File: src/rtl/as_pkg.sv
// Shared types and constants for the operand-fetch slice.
package as_pkg;

  localparam int unsigned XLEN       = 64;
  localparam int unsigned REG_ADDR_W = 5;
  localparam logic [REG_ADDR_W-1:0] REG_ZERO = 5'd0;

  typedef struct packed {
    logic [REG_ADDR_W-1:0] rd;
    logic                  we;
    logic                  dvalid;
    logic [XLEN-1:0]       data;
  } fwd_src_t;

  // True when a producer stage will write the requested register.
  function automatic logic src_hit(input fwd_src_t src, input logic [REG_ADDR_W-1:0] rs);
    return src.we && (src.rd == rs);
  endfunction

endpackage

File: src/rtl/as_fwd_mux.sv
// Per-operand bypass select: x0, then EX > MEM > WB, else regfile data.
module as_fwd_mux
  import as_pkg::*;
(
  input  fwd_src_t              ex_src,
  input  fwd_src_t              mem_src,
  input  fwd_src_t              wb_src,
  input  logic [REG_ADDR_W-1:0] rs,
  input  logic [XLEN-1:0]       rf_data,
  output logic [XLEN-1:0]       data_c,
  output logic                  hazard_c
);

  // The first matching stage wins; if its result is not ready, stall rather than fall through.
  always_comb begin
    data_c   = rf_data;
    hazard_c = 1'b0;
    if (rs == REG_ZERO) begin
      data_c = '0;
    end else if (src_hit(ex_src, rs)) begin
      data_c   = ex_src.data;
      hazard_c = !ex_src.dvalid;
    end else if (src_hit(mem_src, rs)) begin
      data_c   = mem_src.data;
      hazard_c = !mem_src.dvalid;
    end else if (src_hit(wb_src, rs)) begin
      data_c   = wb_src.data;
      hazard_c = !wb_src.dvalid;
    end
  end

endmodule

File: src/rtl/as_operand_fetch.sv
// Operand-fetch stage: regfile read, RAW bypass, load-use stall and the ID->EX register.
module as_operand_fetch
  import as_pkg::*;
#(
  parameter int unsigned UOP_W = 32,
  parameter int unsigned CNT_W = 32
) (
  input  logic                  clk,
  input  logic                  rst_n,
  input  logic                  id_valid_i,
  output logic                  id_ready_o,
  input  logic [XLEN-1:0]       id_pc_i,
  input  logic [UOP_W-1:0]      id_uop_i,
  input  logic [REG_ADDR_W-1:0] id_rs1_i,
  input  logic [REG_ADDR_W-1:0] id_rs2_i,
  input  logic [REG_ADDR_W-1:0] id_rd_i,
  input  logic                  id_rd_we_i,
  output logic [REG_ADDR_W-1:0] rf_raddr01_o,
  output logic [REG_ADDR_W-1:0] rf_raddr02_o,
  input  logic [XLEN-1:0]       rf_rdata01_i,
  input  logic [XLEN-1:0]       rf_rdata02_i,
  input  logic [REG_ADDR_W-1:0] ex_rd_i,
  input  logic                  ex_we_i,
  input  logic                  ex_dvalid_i,
  input  logic [XLEN-1:0]       ex_data_i,
  input  logic [REG_ADDR_W-1:0] mem_rd_i,
  input  logic                  mem_we_i,
  input  logic                  mem_dvalid_i,
  input  logic [XLEN-1:0]       mem_data_i,
  input  logic [REG_ADDR_W-1:0] wb_rd_i,
  input  logic                  wb_we_i,
  input  logic                  wb_dvalid_i,
  input  logic [XLEN-1:0]       wb_data_i,
  input  logic                  flush_i,
  output logic                  ex_valid_o,
  input  logic                  ex_ready_i,
  output logic [XLEN-1:0]       ex_pc_o,
  output logic [UOP_W-1:0]      ex_uop_o,
  output logic [XLEN-1:0]       ex_rs1_data_o,
  output logic [XLEN-1:0]       ex_rs2_data_o,
  output logic [REG_ADDR_W-1:0] ex_rd_o,
  output logic                  ex_rd_we_o,
  output logic [CNT_W-1:0]      stall_cnt_o
);

  fwd_src_t        ex_src, mem_src, wb_src;
  logic [XLEN-1:0] rs1_data_c, rs2_data_c;
  logic            rs1_hazard_c, rs2_hazard_c;
  logic            free_c, accept_c;

  assign rf_raddr01_o = id_rs1_i;
  assign rf_raddr02_o = id_rs2_i;

  assign ex_src  = '{rd: ex_rd_i,  we: ex_we_i,  dvalid: ex_dvalid_i,  data: ex_data_i};
  assign mem_src = '{rd: mem_rd_i, we: mem_we_i, dvalid: mem_dvalid_i, data: mem_data_i};
  assign wb_src  = '{rd: wb_rd_i,  we: wb_we_i,  dvalid: wb_dvalid_i,  data: wb_data_i};

  as_fwd_mux u_fwd_rs1 (
    .ex_src   (ex_src),
    .mem_src  (mem_src),
    .wb_src   (wb_src),
    .rs       (id_rs1_i),
    .rf_data  (rf_rdata01_i),
    .data_c   (rs1_data_c),
    .hazard_c (rs1_hazard_c)
  );

  as_fwd_mux u_fwd_rs2 (
    .ex_src   (ex_src),
    .mem_src  (mem_src),
    .wb_src   (wb_src),
    .rs       (id_rs2_i),
    .rf_data  (rf_rdata02_i),
    .data_c   (rs2_data_c),
    .hazard_c (rs2_hazard_c)
  );

  // A flush always drains decode so the killed instruction is discarded.
  assign free_c     = !ex_valid_o || ex_ready_i;
  assign id_ready_o = flush_i || (free_c && !(rs1_hazard_c || rs2_hazard_c));
  assign accept_c   = id_valid_i && id_ready_o && !flush_i;

  // ID->EX pipeline register; held untouched while EX back-pressures.
  always_ff @(posedge clk or negedge rst_n) begin
    if (!rst_n) begin
      ex_valid_o    <= 1'b0;
      ex_pc_o       <= '0;
      ex_uop_o      <= '0;
      ex_rs1_data_o <= '0;
      ex_rs2_data_o <= '0;
      ex_rd_o       <= '0;
      ex_rd_we_o    <= 1'b0;
    end else if (flush_i) begin
      ex_valid_o <= 1'b0;
    end else if (accept_c) begin
      ex_valid_o    <= 1'b1;
      ex_pc_o       <= id_pc_i;
      ex_uop_o      <= id_uop_i;
      ex_rs1_data_o <= rs1_data_c;
      ex_rs2_data_o <= rs2_data_c;
      ex_rd_o       <= id_rd_i;
      ex_rd_we_o    <= id_rd_we_i && (id_rd_i != REG_ZERO);
    end else if (free_c) begin
      ex_valid_o <= 1'b0;
    end
  end

  // Saturating count of cycles decode was held off.
  always_ff @(posedge clk or negedge rst_n) begin
    if (!rst_n) begin
      stall_cnt_o <= '0;
    end else if (id_valid_i && !id_ready_o && (stall_cnt_o != '1)) begin
      stall_cnt_o <= stall_cnt_o + CNT_W'(1);
    end
  end

endmodule
File: config.mk
export PLATFORM = sky130hd
export DESIGN_NAME = as_operand_fetch
export DESIGN_NICKNAME = d
export VERILOG_FILES = /design/src/rtl/as_pkg.sv /design/src/rtl/as_fwd_mux.sv /design/src/rtl/as_operand_fetch.sv
export SDC_FILE = /design/constraint.sdc
export NUM_CORES = 1
export LEC_CHECK = 0
export CAP_MARGIN = 20
export CORE_AREA = 4 4 283 285
export CTS_CLUSTER_DIAMETER = 120
export DETAILED_ROUTE_END_ITERATION = 12
export DIE_AREA = 0 0 287 289
export GPL_TIMING_DRIVEN = 1
export PLACE_DENSITY = 0.43
export SETUP_SLACK_MARGIN = 0.3
export SYNTH_ARGS = -nofsm -noshare
export SYNTH_HDL_FRONTEND = slang
export SYNTH_SLANG_ARGS = --single-unit
File: constraint.sdc
create_clock -name clk -period 2.9 [get_ports clk]
set_input_delay 0.29 -clock clk [delete_from_list [all_inputs] [get_ports clk]]
set_output_delay 0.29 -clock clk [all_outputs]
set_load 0.03 [all_outputs]
Word-level counts from Yosys, hierarchy flattened
Index checks and enable logic that the tools add are counted.

Bits in registers: 263. Input port bits: 458. Output and inout port bits: 274. Logic and storage cells: 63.

Add/sub/neg operators: 1. Eq/ne operators: 7. Multiplexer cells: 19. Bitwise gates (word level): 1. Reductions and logical operators: 27.

Operators by type and width (number): $mux 64 (8); $add 32x1->32 const B (1); $ne 32x32->1 const B (1); $eq 5x5->1 (6); $logic_and 1x1->1 (12); $mux 1 (11); $logic_not 5->1 (2); $logic_not 1->1 (7); $reduce_bool 5->1 (1); $logic_or 1x1->1 (3); $reduce_bool 3->1 (1); $reduce_and 2->1 (1); $not 1->1 (1).

Logic depth before layout (Yosys ltp)
Depth after elaboration: 14. Gate-level depth with buffers: 11. Mapped depth without buffers: 7.

Cells and area by module
Synthesis repeated with hierarchy kept, for this count alone.

Cell total of the unflattened synthesis: 1410. Area total of the unflattened synthesis: 15378.5 µm².

Modules (own cells, without submodules): as_operand_fetch (times used 1, cells an instance 650, area an instance 10181.0 µm², sequential area each 6581.3 µm²); as_fwd_mux (times used 2, cells an instance 380, area an instance 2598.7 µm², sequential area each 0.0 µm²).

Least setup slack after synthesis
OpenSTA, ideal clock, no wires.

Path kind: register -> register. From: register stall_cnt_o[2]. To: register stall_cnt_o[1]. Arrival time: 2.301 ns. Setup slack: 0.474 ns. Stages on the path, launching flop included: 9. Period minus slack after synthesis: 2.426 ns. Cell sequence: dfrtp_1 nand4_1 nor3_1 nand4_1 nor3_2 a21boi_0 clkbuf_1 nand2_1 mux2_2.

Cells in the longest elaborated chain, start to end: 2.

Ends and longest elaborated chain: start: declaration (line as_operand_fetch.sv:43) `output logic [CNT_W-1:0] stall_cnt_o`; start signal: assignment (line as_operand_fetch.sv:113) `stall_cnt_o <= stall_cnt_o + CNT_W'(1);`; $ne 32x32->1 (line as_operand_fetch.sv:112) `end else if (id_valid_i && !id_ready_o && (stall_cnt_o != '1)) begin`; $logic_and 1x1->1 (line as_operand_fetch.sv:112).

No other way between the ends. A chain may end at the register's enable or synchronous reset.

Worst setup path in the final report
From: input id_rs2_i[3]. To: output id_ready_o.

Cells in the longest elaborated chain, start to end: 10. Elaborated cells on any way between the ends: 15. Classes of those cells: eq/ne (3); mux (4); reduce/logical (8).

Ends and longest elaborated chain: start: declaration (line as_operand_fetch.sv:15) `input logic [REG_ADDR_W-1:0] id_rs2_i,`; $eq 5x5->1 (line as_pkg.sv:17) `return src.we && (src.rd == rs);`; $logic_and 1x1->1 (line as_pkg.sv:17); $mux 1 (line as_fwd_mux.sv:26) `end else if (src_hit(wb_src, rs)) begin`; $mux 1 (line as_fwd_mux.sv:23) `end else if (src_hit(mem_src, rs)) begin`; $mux 1 (line as_fwd_mux.sv:20) `end else if (src_hit(ex_src, rs)) begin`; $mux 1 (*) (line as_fwd_mux.sv:18) `if (rs == REG_ZERO) begin`; $logic_or 1x1->1 (*) (line as_operand_fetch.sv:80) `assign id_ready_o = flush_i || (free_c && !(rs1_hazard_c || rs2_hazard_c));`; $logic_not 1->1 (*) (line as_operand_fetch.sv:80); $logic_and 1x1->1 (*) (line as_operand_fetch.sv:80); $logic_or 1x1->1 (*) (line as_operand_fetch.sv:80); end: declaration (line as_operand_fetch.sv:11) `output logic id_ready_o,`.

Every way passes the cells marked *; elsewhere a longest branch is shown, timed or not.

==> impl_metrics.json <==
{
  "outcome": "complete, no violations",
  "antenna_found_initial": 3,
  "ys.flop_type": "dfrtp_1",
  "dr.pass1.iters": 5,
  "synth.area.mux_share": 0.127,
  "avgSynthCellArea_um2": 10.1,
  "crit_start": "id_rs2_i[3]",
  "crit_top_cell": "buf_4",
  "min_path_type": "input port to asynchronous set/reset pin",
  "synth_top_family_by_area": "compound AO/OA/AOI/OAI gates",
  "holdWs_ns": 0.322,
  "grt-ovfl-total": 0,
  "crit_path_max_incr_delay_ns": 0.47,
  "final_nets": 2673,
  "clock_skew_ns": 0.0189,
  "syn_nets": 1917,
  "place_inst": 3201,
  "tightest_slew_ns": 0.934,
  "initial_core_util": 0.190,
  "grt_pass1_vias": 15700,
  "synth_fa_ha_area_frac": 0.000853,
  "synth.most_common_cell": "nand2_1",
  "avgViaCountPerCell": 4.50,
  "rsz0062_at_grt": "true",
  "drc_errors": 0,
  "regArea_mm2": 0.00658,
  "powerDensity_mw_per_mm2": 601,
  "yosys.area_share.xor_xnor": 0.0364,
  "netlist_top_cells_count": "nand2_1, dfrtp_1, nor2_1, mux2_2, clkbuf_1",
  "use_met3": 0.0418,
  "port_buffers": 731,
  "critPathLaunchType": "input port",
  "p_leak_uw": 0.0104,
  "max_slew_margin": 0.377,
  "cp_slowest_cell": "clkdlybuf4s50_1",
  "synth-compound-area-share": 0.196,
  "vias": 14800,
  "use_met2": 0.317,
  "totalWireLength_um": 76400,
  "clk_pin_slew_worst_paths_ns": 0.05,
  "ys_seq_elements": 263,
  "crit_required_ns": 2.61,
  "die_w_um": 287,
  "syn2layout_area_growth_pct": 73.1,
  "reg2regPathDepth": 8,
  "multi_input_area_mm2": 0.00760,
  "cts.sinks": 263,
  "yosys_warnings": 0,
  "cts_buffers": 38,
  "drive_gt1_frac": 0.184,
  "drt_iter0_drc": 834,
  "synth_top_area_cell": "dfrtp_1",
  "slew_violations": 0,
  "fin_cells": 3282,
  "synth_area_leaders": "dfrtp_1, mux2_2, o41ai_2, nand2_1, a311oi_1",
  "post-route-worst-setup-slack_ns": 0.352,
  "finalSetupTns_ns": 0,
  "path_cells": "clkdlybuf4s50_1 > buf_4 > xor2_1 > nor4_2 > and3_4 > o311ai_4 > o211ai_1 > buf_4 > nand2b_4 > buf_12",
  "insertion_delay_ns": 0.55,
  "endpoint": "id_ready_o",
  "grt_usage": 0.174,
  "top_usage_layer": "met2",
  "globalplace.congestion": 0.910,
  "place_ws_ns": -0.270,
  "ctsHtreeMaxLevel": 2,
  "seq_area_frac_synth": 0.449,
  "synth_edf_count": 0,
  "finalHoldViolations": 0,
  "synth_cells": 1458,
  "die_area_mm2": 0.0829,
  "num-fill-cells": 7936,
  "period_needed_ns": 2.55,
  "drv_cap": 0,
  "syn-cell-area_mm2": 0.0147,
  "min_period_over_period": 0.879,
  "r2r_slack_ns": 0.60,
  "max_freq_ghz": 0.392,
  "wl_per_cell_um": 23.3,
  "synthDistinctLibCells": 44,
  "ant_nets": 0,
  "ir_drop_mv": 0.350,
  "critPathArrivalTime_ns": 2.26,
  "cp-end-kind": "primary output",
  "core_mm2": 0.0773,
  "ys_async_sr_fraction": 1.00,
  "timing.rr.end": "stall_cnt_o[5]$_DFFE_PN0P_",
  "grtUsageMet1": 0.206,
  "rows": 102,
  "pin_count": 732,
  "hpwl_um": 60200,
  "crit_fanout": 4,
  "finalSetupViolCount": 0,
  "cts_root_buf": "clkbuf_16",
  "synth_top_area_frac": 0.449,
  "cts_buffer_depth": 3,
  "grt_max_degree": 70,
  "r2r-start": "stall_cnt_o[2]$_DFFE_PN0P_",
  "synthSimpleGateAreaFrac": 0.142,
  "grt_pass1_wl_um": 108000,
  "crit_type": "input port to primary output",
  "cts_tree": "yes",
  "fp.dieH_um": 289
}
-- area by class of cell --
cell class,count,share of cell area
antenna,2,0.000197
tap,1040,0.0512
sequential,263,0.259
clock buffer,52,0.0427
timing repair buffer,857,0.339
multi-input combinational,1049,0.299
clock inverter,14,0.00768
inverter,5,0.000739
-- worst min path at each step --
stage | startpoint | to | depth (start not counted)
floorplan | rst_n | ex_pc_o[0]$_DFFE_PN0P_ | 0
global placement | rst_n | ex_uop_o[3]$_DFFE_PN0P_ | 1
detailed placement | rst_n | ex_uop_o[8]$_DFFE_PN0P_ | 1
CTS | id_pc_i[8] | ex_pc_o[8]$_DFFE_PN0P_ | 2
global route | id_pc_i[4] | ex_pc_o[4]$_DFFE_PN0P_ | 2
finish | rst_n | ex_uop_o[3]$_DFFE_PN0P_ | 2
-- through the flow --
stage	total power (µW)	utilization	instance area, µm²
5_1_grt	16000	0.328	25400
3_3_place_gp	10500	0.309	23900
2_1_floorplan	7470	-	14700
6_report	15300	0.328	25400
4_1_cts	15500	0.327	25300
3_5_place_dp	10500	0.309	23900
-- cells by family (layout without fill, tap and decap cells) --
| kind of cell | Yosys count | in the layout |
|---|---|---|
| AO/OA/AOI/OAI | 330 | 330 |
| buffers and inverters | 146 | 928 |
| other | 0 | 2 |
| flip-flops | 263 | 263 |
| XOR/XNOR | 61 | 61 |
| AND/OR/NAND/NOR | 491 | 491 |
| adder cells (fa/ha/maj) | 1 | 1 |
| multiplexers | 166 | 166 |
-- critical path: cells and delay by family --
kind            cells  cell delay, ns
buf+inv             4            0.94
xor+xnor            1            0.16
compound gates      2            0.21
simple gates        3            0.66
-- report_power, final --
group | leakage [µW] | internal, µW | switching, µW | total [µW]
Sequential | 0.00325 | 4370 | 425 | 4800
Combinational | 0.00649 | 2570 | 3070 | 5650
Clock | 0.000630 | 2970 | 1840 | 4810
-- per-layer routing --
| metal | routed length (µm) | share of wire | up-vias |
|---|---|---|---|
| li1 | - | - | 6837 |
| met5 | 13 | 0.00017 | - |
| met1 | 29800 | 0.39 | 7302 |
| met2 | 39400 | 0.52 | 550 |
| met4 | 1560 | 0.020 | 2 |
| met3 | 5640 | 0.074 | 83 |
-- cells in the final DEF (no fill, tap or decap), types with 4 or more instances in the layout --
cell,Yosys,layout
a21oi_1,64,64
a311oi_1,65,64
and3_1,17,16
buf_12,0,28
buf_4,12,98
bufinv_16,0,4
clkbuf_1,86,6
clkbuf_16,0,38
clkbuf_8,0,8
clkdlybuf4s50_1,0,720
clkinv_2,0,5
dfrtp_1,263,263
dlygate4sd2_1,0,5
dlymetal6s2s_1,0,4
inv_1,5,5
mux2_1,31,31
mux2_2,135,135
nand2_1,269,267
nand3_1,16,14
nand4_1,22,22
nor2_1,136,134
o22ai_1,64,64
o31ai_1,64,64
o41ai_2,64,61
xnor2_1,45,45
xor2_1,16,12
xor2_2,0,4
-- registers in the layout, indices dropped and copies added, names as in the netlist --
signal	count
ex_pc_o	64
ex_rs1_data_o	64
ex_rs2_data_o	64
ex_uop_o	32
stall_cnt_o	32
ex_rd_o	5
ex_rd_we_o	1
ex_valid_o	1
-- repair_timing --
| action | in CTS | in global routing |
|---|---|---|
| resized for setup | 15 | 9 |
| hold buffers | 1 | 0 |
| hold endpoints to repair | 61 | 0 |
| pin swaps | 8 | 6 |
| setup endpoints to repair | 3 | 39 |
| buffers inserted | 9 | 3 |
Note: power is estimated with default switching activity, not from simulation.
